==> src/rtl/vsi_ram_arbiter.sv <==
`default_nettype none
// ============================================================================
//  Module   : vsi_ram_arbiter
//  Function : Round-robin arbiter sharing one single-port message RAM between
//             the RX byte writer and the TX byte reader, with TX read lock.
//  Revision : 1.0
// ============================================================================
module vsi_ram_arbiter #(
   parameter int ADDR_W     = 16,
   parameter int DATA_W     = 8,
   parameter int RD_LATENCY = 1
) (
   input  logic              clk,
   input  logic              rst_h,
   input  logic              wr_req,
   input  logic [ADDR_W-1:0] wr_addr,
   input  logic [DATA_W-1:0] wr_data,
   output logic              wr_rdy,
   input  logic              rd_req,
   input  logic [ADDR_W-1:0] rd_addr,
   output logic [DATA_W-1:0] rd_data,
   output logic              rd_rdy,
   input  logic              rd_lock,
   output logic              ram_en,
   output logic              ram_we,
   output logic [ADDR_W-1:0] ram_addr,
   output logic [DATA_W-1:0] ram_wdata,
   input  logic [DATA_W-1:0] ram_rdata,
   output logic              busy
);

   typedef enum logic [1:0] {
      ST_IDLE  = 2'd0,
      ST_WRITE = 2'd1,
      ST_READ  = 2'd2,
      ST_DONE  = 2'd3
   } state_t;

   localparam logic [1:0] C_RD_LAT = 2'(RD_LATENCY);

   state_t            state_q, state_d;
   logic              last_rd_q, last_rd_d;
   logic [1:0]        cnt_q, cnt_d;
   logic              ram_en_q, ram_en_d;
   logic              ram_we_q, ram_we_d;
   logic [ADDR_W-1:0] ram_addr_q, ram_addr_d;
   logic [DATA_W-1:0] ram_wdata_q, ram_wdata_d;
   logic              wr_rdy_q, wr_rdy_d;
   logic              rd_rdy_q, rd_rdy_d;
   logic [DATA_W-1:0] rd_data_q, rd_data_d;
   logic              busy_q, busy_d;
   logic              grant_wr, grant_rd;

   always_comb begin
      state_d     = state_q;
      last_rd_d   = last_rd_q;
      cnt_d       = cnt_q;
      ram_en_d    = 1'b0;
      ram_we_d    = 1'b0;
      ram_addr_d  = ram_addr_q;
      ram_wdata_d = ram_wdata_q;
      wr_rdy_d    = 1'b0;
      rd_rdy_d    = 1'b0;
      rd_data_d   = rd_data_q;
      grant_wr    = 1'b0;
      grant_rd    = 1'b0;

      case (state_q)
         ST_IDLE: begin
            // Contention: lock forces the reader, otherwise alternate.
            if (wr_req && rd_req) begin
               if (rd_lock || !last_rd_q) grant_rd = 1'b1;
               else                       grant_wr = 1'b1;
            end else begin
               grant_wr = wr_req;
               grant_rd = rd_req;
            end

            if (grant_wr) begin
               ram_en_d    = 1'b1;
               ram_we_d    = 1'b1;
               ram_addr_d  = wr_addr;
               ram_wdata_d = wr_data;
               last_rd_d   = 1'b0;
               state_d     = ST_WRITE;
            end else if (grant_rd) begin
               ram_en_d    = 1'b1;
               ram_addr_d  = rd_addr;
               last_rd_d   = 1'b1;
               cnt_d       = 2'd0;
               state_d     = ST_READ;
            end
         end
         ST_WRITE: begin
            wr_rdy_d = 1'b1;
            state_d  = ST_DONE;
         end
         ST_READ: begin
            // cnt_q counts cycles elapsed since the ram_en cycle.
            if (cnt_q == C_RD_LAT) begin
               rd_data_d = ram_rdata;
               rd_rdy_d  = 1'b1;
               state_d   = ST_DONE;
            end else begin
               cnt_d = cnt_q + 2'd1;
            end
         end
         default: begin
            state_d = ST_IDLE;
         end
      endcase

      busy_d = (state_d != ST_IDLE);
   end

   always_ff @(posedge clk) begin
      if (rst_h) begin
         state_q     <= ST_IDLE;
         last_rd_q   <= 1'b1;
         cnt_q       <= 2'd0;
         ram_en_q    <= 1'b0;
         ram_we_q    <= 1'b0;
         ram_addr_q  <= '0;
         ram_wdata_q <= '0;
         wr_rdy_q    <= 1'b0;
         rd_rdy_q    <= 1'b0;
         rd_data_q   <= '0;
         busy_q      <= 1'b0;
      end else begin
         state_q     <= state_d;
         last_rd_q   <= last_rd_d;
         cnt_q       <= cnt_d;
         ram_en_q    <= ram_en_d;
         ram_we_q    <= ram_we_d;
         ram_addr_q  <= ram_addr_d;
         ram_wdata_q <= ram_wdata_d;
         wr_rdy_q    <= wr_rdy_d;
         rd_rdy_q    <= rd_rdy_d;
         rd_data_q   <= rd_data_d;
         busy_q      <= busy_d;
      end
   end

   assign ram_en    = ram_en_q;
   assign ram_we    = ram_we_q;
   assign ram_addr  = ram_addr_q;
   assign ram_wdata = ram_wdata_q;
   assign wr_rdy    = wr_rdy_q;
   assign rd_rdy    = rd_rdy_q;
   assign rd_data   = rd_data_q;
   assign busy      = busy_q;

endmodule
`default_nettype wire

==> config.mk <==
export PLATFORM = sky130hd
export DESIGN_NAME = vsi_ram_arbiter
export DESIGN_NICKNAME = d
export VERILOG_FILES = /design/src/rtl/vsi_ram_arbiter.sv
export SDC_FILE = /design/constraint.sdc
export NUM_CORES = 1
export LEC_CHECK = 0
export CORE_AREA = 2 2 101 78
export CTS_CLUSTER_SIZE = 10
export DETAILED_ROUTE_END_ITERATION = 8
export DIE_AREA = 0 0 103 80
export DONT_BUFFER_PORTS = 1
export PLACE_DENSITY = 0.48
export SYNTH_ARGS = -nofsm -noshare
export SYNTH_HDL_FRONTEND = slang
export SYNTH_SLANG_ARGS = --single-unit
==> constraint.sdc <==
create_clock -name clk -period 2.8 [get_ports clk]
set_input_delay 0.42 -clock clk [delete_from_list [all_inputs] [get_ports clk]]
set_output_delay 0.42 -clock clk [all_outputs]
set_load 0.005 [all_outputs]
==> results.py <==
metrics = {
    "setup_path": {
        "worst-path-max-fanout": 33,
        "timing.critical_path.from_type": "flip-flop",
        "worst-r2r-setup-slack_ns": 0.97,
        "critPathKind": "reg2reg",
        "worstRegToRegCells": 6,
        "critPathRequiredTime_ns": 3.02,
        "worstSetupEndpointType": "flip-flop",
        "worst_ep_arrival_time_ns": 2.05,
        "critical_path.startpoint": "state_q[0]",
        "crit-reg2reg-launch": "state_q[0]",
    },
    "pwr": {
        "power_per_cell_area_nw_per_um2": 935,
        "power.combinational.fraction": 0.288,
        "internal-power_mw": 1.15,
        "p_seq_frac": 0.481,
        "power_switching_share": 0.358,
        "peakVddDrop_uv": 234,
        "total_switching_power_mw": 0.643,
        "report.power.total_mw": 1.80,
        "p_leak_nw": 0.750,
        "power_frac_clock": 0.231,
    },
    "cts": {
        "cts_num_sinks": 42,
        "insertion_delay_ns": 0.30,
        "hold_fix_buffer_count_after_cts": 0,
        "number_of_buffers_inserted_to_repair_setup_after_cts": 0,
        "cts.repair.resized": 0,
        "htree_levels": 2,
        "tritoncts": "done",
        "clk_pin_slew_worst_paths_ns": 0.08,
        "clock_tree.root_cell": "sky130_fd_sc_hd__clkbuf_8",
        "ctsLongestPathBuffers": 2,
        "cts_inserted_buffers": 5,
    },
    "floorplan": {
        "initial_core_util": 0.246,
        "die_area_um2": 8240,
        "placementRows": 27,
        "die_width_um": 103,
        "coreArea_um2": 7230,
        "design.portCount": 90,
        "die-height_um": 80,
    },
    "final_layout": {
        "antenna-diode-count": 0,
        "fillerInstances": 800,
        "layout.nets": 243,
        "area_delta_synth_final_pct": 8.25,
        "multiInputGateArea_um2": 830,
        "area.sequential_um2": 841,
        "drive_gt1_frac": 0.0645,
        "final_util": 0.266,
        "post-route-cell-area_um2": 1920,
        "finish.cell_count_without_fillers": 287,
    },
    "timing": {
        "final_period_minus_worst_setup_slack_ns": 1.83,
        "final_hold_vio_count": 0,
        "timing.final.max_slew_violations": 0,
        "setup_repair_after_global_routing_missed_its_margin": "no",
        "transition_time_at_the_pin_with_the_least_slew_margin_ns": 0.847,
        "finalSetupViolCount": 0,
        "min_period_over_period": 0.654,
        "timing.setup.tns_ns": 0,
        "skew_ns": 0.00666,
        "slew_headroom": 0.435,
        "timing.fmax_mhz": 546,
    },
    "grt": {
        "first_global_vias": 1248,
        "busiest_layer_in_global_routing": "met2",
        "grt_pass1_wl_mm": 6.17,
        "global_route.overflow_total": 0,
        "grt_use_total": 0.0999,
        "met3_layer_usage_reported_by_global_route": 0.0385,
        "antenna_found_initial": 0,
        "grt.met2_usage": 0.163,
        "grt_util_met1": 0.117,
        "maximum_number_of_pins_on_one_net_before_global_route_repair": 34,
    },
    "synth": {
        "synth.distinct_cells": 33,
        "syn_area_per_cell_um2": 9.39,
        "most_instantiated_flip_flop_cell_in_the_synthesis_netlist": "sky130_fd_sc_hd__dfxtp_1",
        "number_of_synthesized_flops_with_an_enable_pin": 0,
        "yosysWarningCount": 0,
        "ys_seq_elements": 42,
        "syn_area_um2": 1780,
        "synthCells": 189,
        "synthArstFlopShare": 0,
        "synth_nets": 247,
        "synth.yosys.seq_area_share": 0.474,
    },
    "run": {
        "timing.max_cap.violations": 0,
    },
    "worst_hold_path": {
        "hold_path_depth": 1,
        "hp-class": "in2reg",
        "startpoint_of_the_tightest_hold_check_path": "rst_h",
    },
    "route": {
        "violation_count_after_the_first_detailed_routing_iteration": 73,
        "routedWlPerCell_um": 13.9,
        "drc_errors": 0,
        "via_count": 1279,
        "ant_nets": 0,
        "vias_per_cell": 4.46,
        "drtPass1Iterations": 4,
        "wirelength_mm": 3.98,
    },
    "run_status": {
        "run_status": "complete, no violations",
    },
    "placement": {
        "placedInstanceArea_um2": 1830,
        "place_congestion": 0.678,
        "place.detailed.instances": 279,
        "port-buffer-count": 0,
        "post-dp-hpwl_mm": 2.78,
    },
}
-- cells by family (layout without fill, tap and decap cells) --
| logic type | after synthesis | in the layout | share of synthesized area |
|---|---|---|---|
| AO/OA/AOI/OAI | 49 | 49 | 0.165 |
| multiplexers | 24 | 24 | 0.135 |
| AND/OR/NAND/NOR | 51 | 51 | 0.132 |
| flip-flops | 42 | 42 | 0.474 |
| buffers and inverters | 18 | 15 | 0.0592 |
| adder cells (fa/ha/maj) | 5 | 5 | 0.0352 |
-- synthesized netlist by cell type (2+ instances only) --
| library cell | count | area, µm² |
|---|---|---|
| sky130_fd_sc_hd__dfxtp_1 | 42 | 841 |
| sky130_fd_sc_hd__nor2_1 | 17 | 63.8 |
| sky130_fd_sc_hd__mux2i_1 | 24 | 240 |
| sky130_fd_sc_hd__ha_1 | 5 | 62.6 |
| sky130_fd_sc_hd__nand2_1 | 21 | 78.8 |
| sky130_fd_sc_hd__nor3_1 | 4 | 20.0 |
| sky130_fd_sc_hd__buf_4 | 3 | 22.5 |
| sky130_fd_sc_hd__o211ai_1 | 2 | 15.0 |
| sky130_fd_sc_hd__a21oi_1 | 23 | 115 |
| sky130_fd_sc_hd__nor2b_1 | 2 | 12.5 |
| sky130_fd_sc_hd__a211oi_1 | 5 | 37.5 |
| sky130_fd_sc_hd__clkbuf_1 | 4 | 15.0 |
| sky130_fd_sc_hd__o21ai_0 | 12 | 60.1 |
| sky130_fd_sc_hd__inv_1 | 6 | 22.5 |
-- power groups by stage --
stage | combinational, mW | clock (mW) | sequential [mW]
finish | 0.518 | 0.414 | 0.864
global route | 0.597 | 0.469 | 0.882
CTS | 0.527 | 0.440 | 0.869
detailed placement | 0.523 | 0 | 0.882
global placement | 0.510 | 0 | 0.883
floorplan | 0.466 | 0 | 0.848
-- final timing paths --
path,to
min,busy
max reg2reg,ram_addr[15]
max,ram_addr[15]
min reg2reg,rd_data[5]
-- final cells by class --
cell class              count  area share
clock inverters             2     0.00651
repair buffers              1     0.00391
clock buffers               6      0.0430
flip-flops and latches     42       0.438
well taps                 101      0.0658
inverters                   6      0.0117
multi-input cells         129       0.432
-- sequential cells by signal, indices dropped and copies added (netlist names) --
register / cells
busy: 1
wr_rdy: 1
ram_en: 1
ram_wdata: 8
state_q: 2
last_rd_q: 1
ram_addr: 16
ram_we: 1
rd_data: 8
cnt_q: 2
rd_rdy: 1
-- metrics by stage --
step | hold slack [ns] | worst slack (ns)
floorplan | 0.453 | 1.22
global placement | 0.458 | 1.04
detailed placement | 0.461 | 0.978
CTS | 0.168 | 0.956
global route | 0.159 | 0.723
finish | 0.184 | 0.968
-- cells in the final DEF, fill, tap and decap left out, drive strengths merged --
master	count
and4b	1
mux2i	24
o21ai	12
clkinvlp	1
nand2b	1
nand2	21
a211oi	6
clkbuf	6
dfxtp	42
o211ai	2
nor2	18
a32o	1
a21oi	23
o32a	1
ha	5
a31oi	1
clkinv	1
inv	6
o31ai	1
or4	1
nor2b	2
and2	1
nand3b	1
a21bo	1
nor3	5
o2bb2ai	1
buf	1
-- worst max-delay path: stages, from the launching register on --
cell                       delay [ns]
sky130_fd_sc_hd__dfxtp_1         0.34
sky130_fd_sc_hd__inv_1           0.09
sky130_fd_sc_hd__ha_1            0.30
sky130_fd_sc_hd__inv_1           0.18
sky130_fd_sc_hd__nor2_4          0.54
sky130_fd_sc_hd__nor2_1          0.08
sky130_fd_sc_hd__a211oi_1        0.23
-- metal layers --
metal | vias up | wire length, µm
li1 | 647 | -
met4 | 0 | 49
met3 | 5 | 299
met2 | 38 | 1890
met5 | - | 0
met1 | 589 | 1740
(Power assumes the default switching activity.)
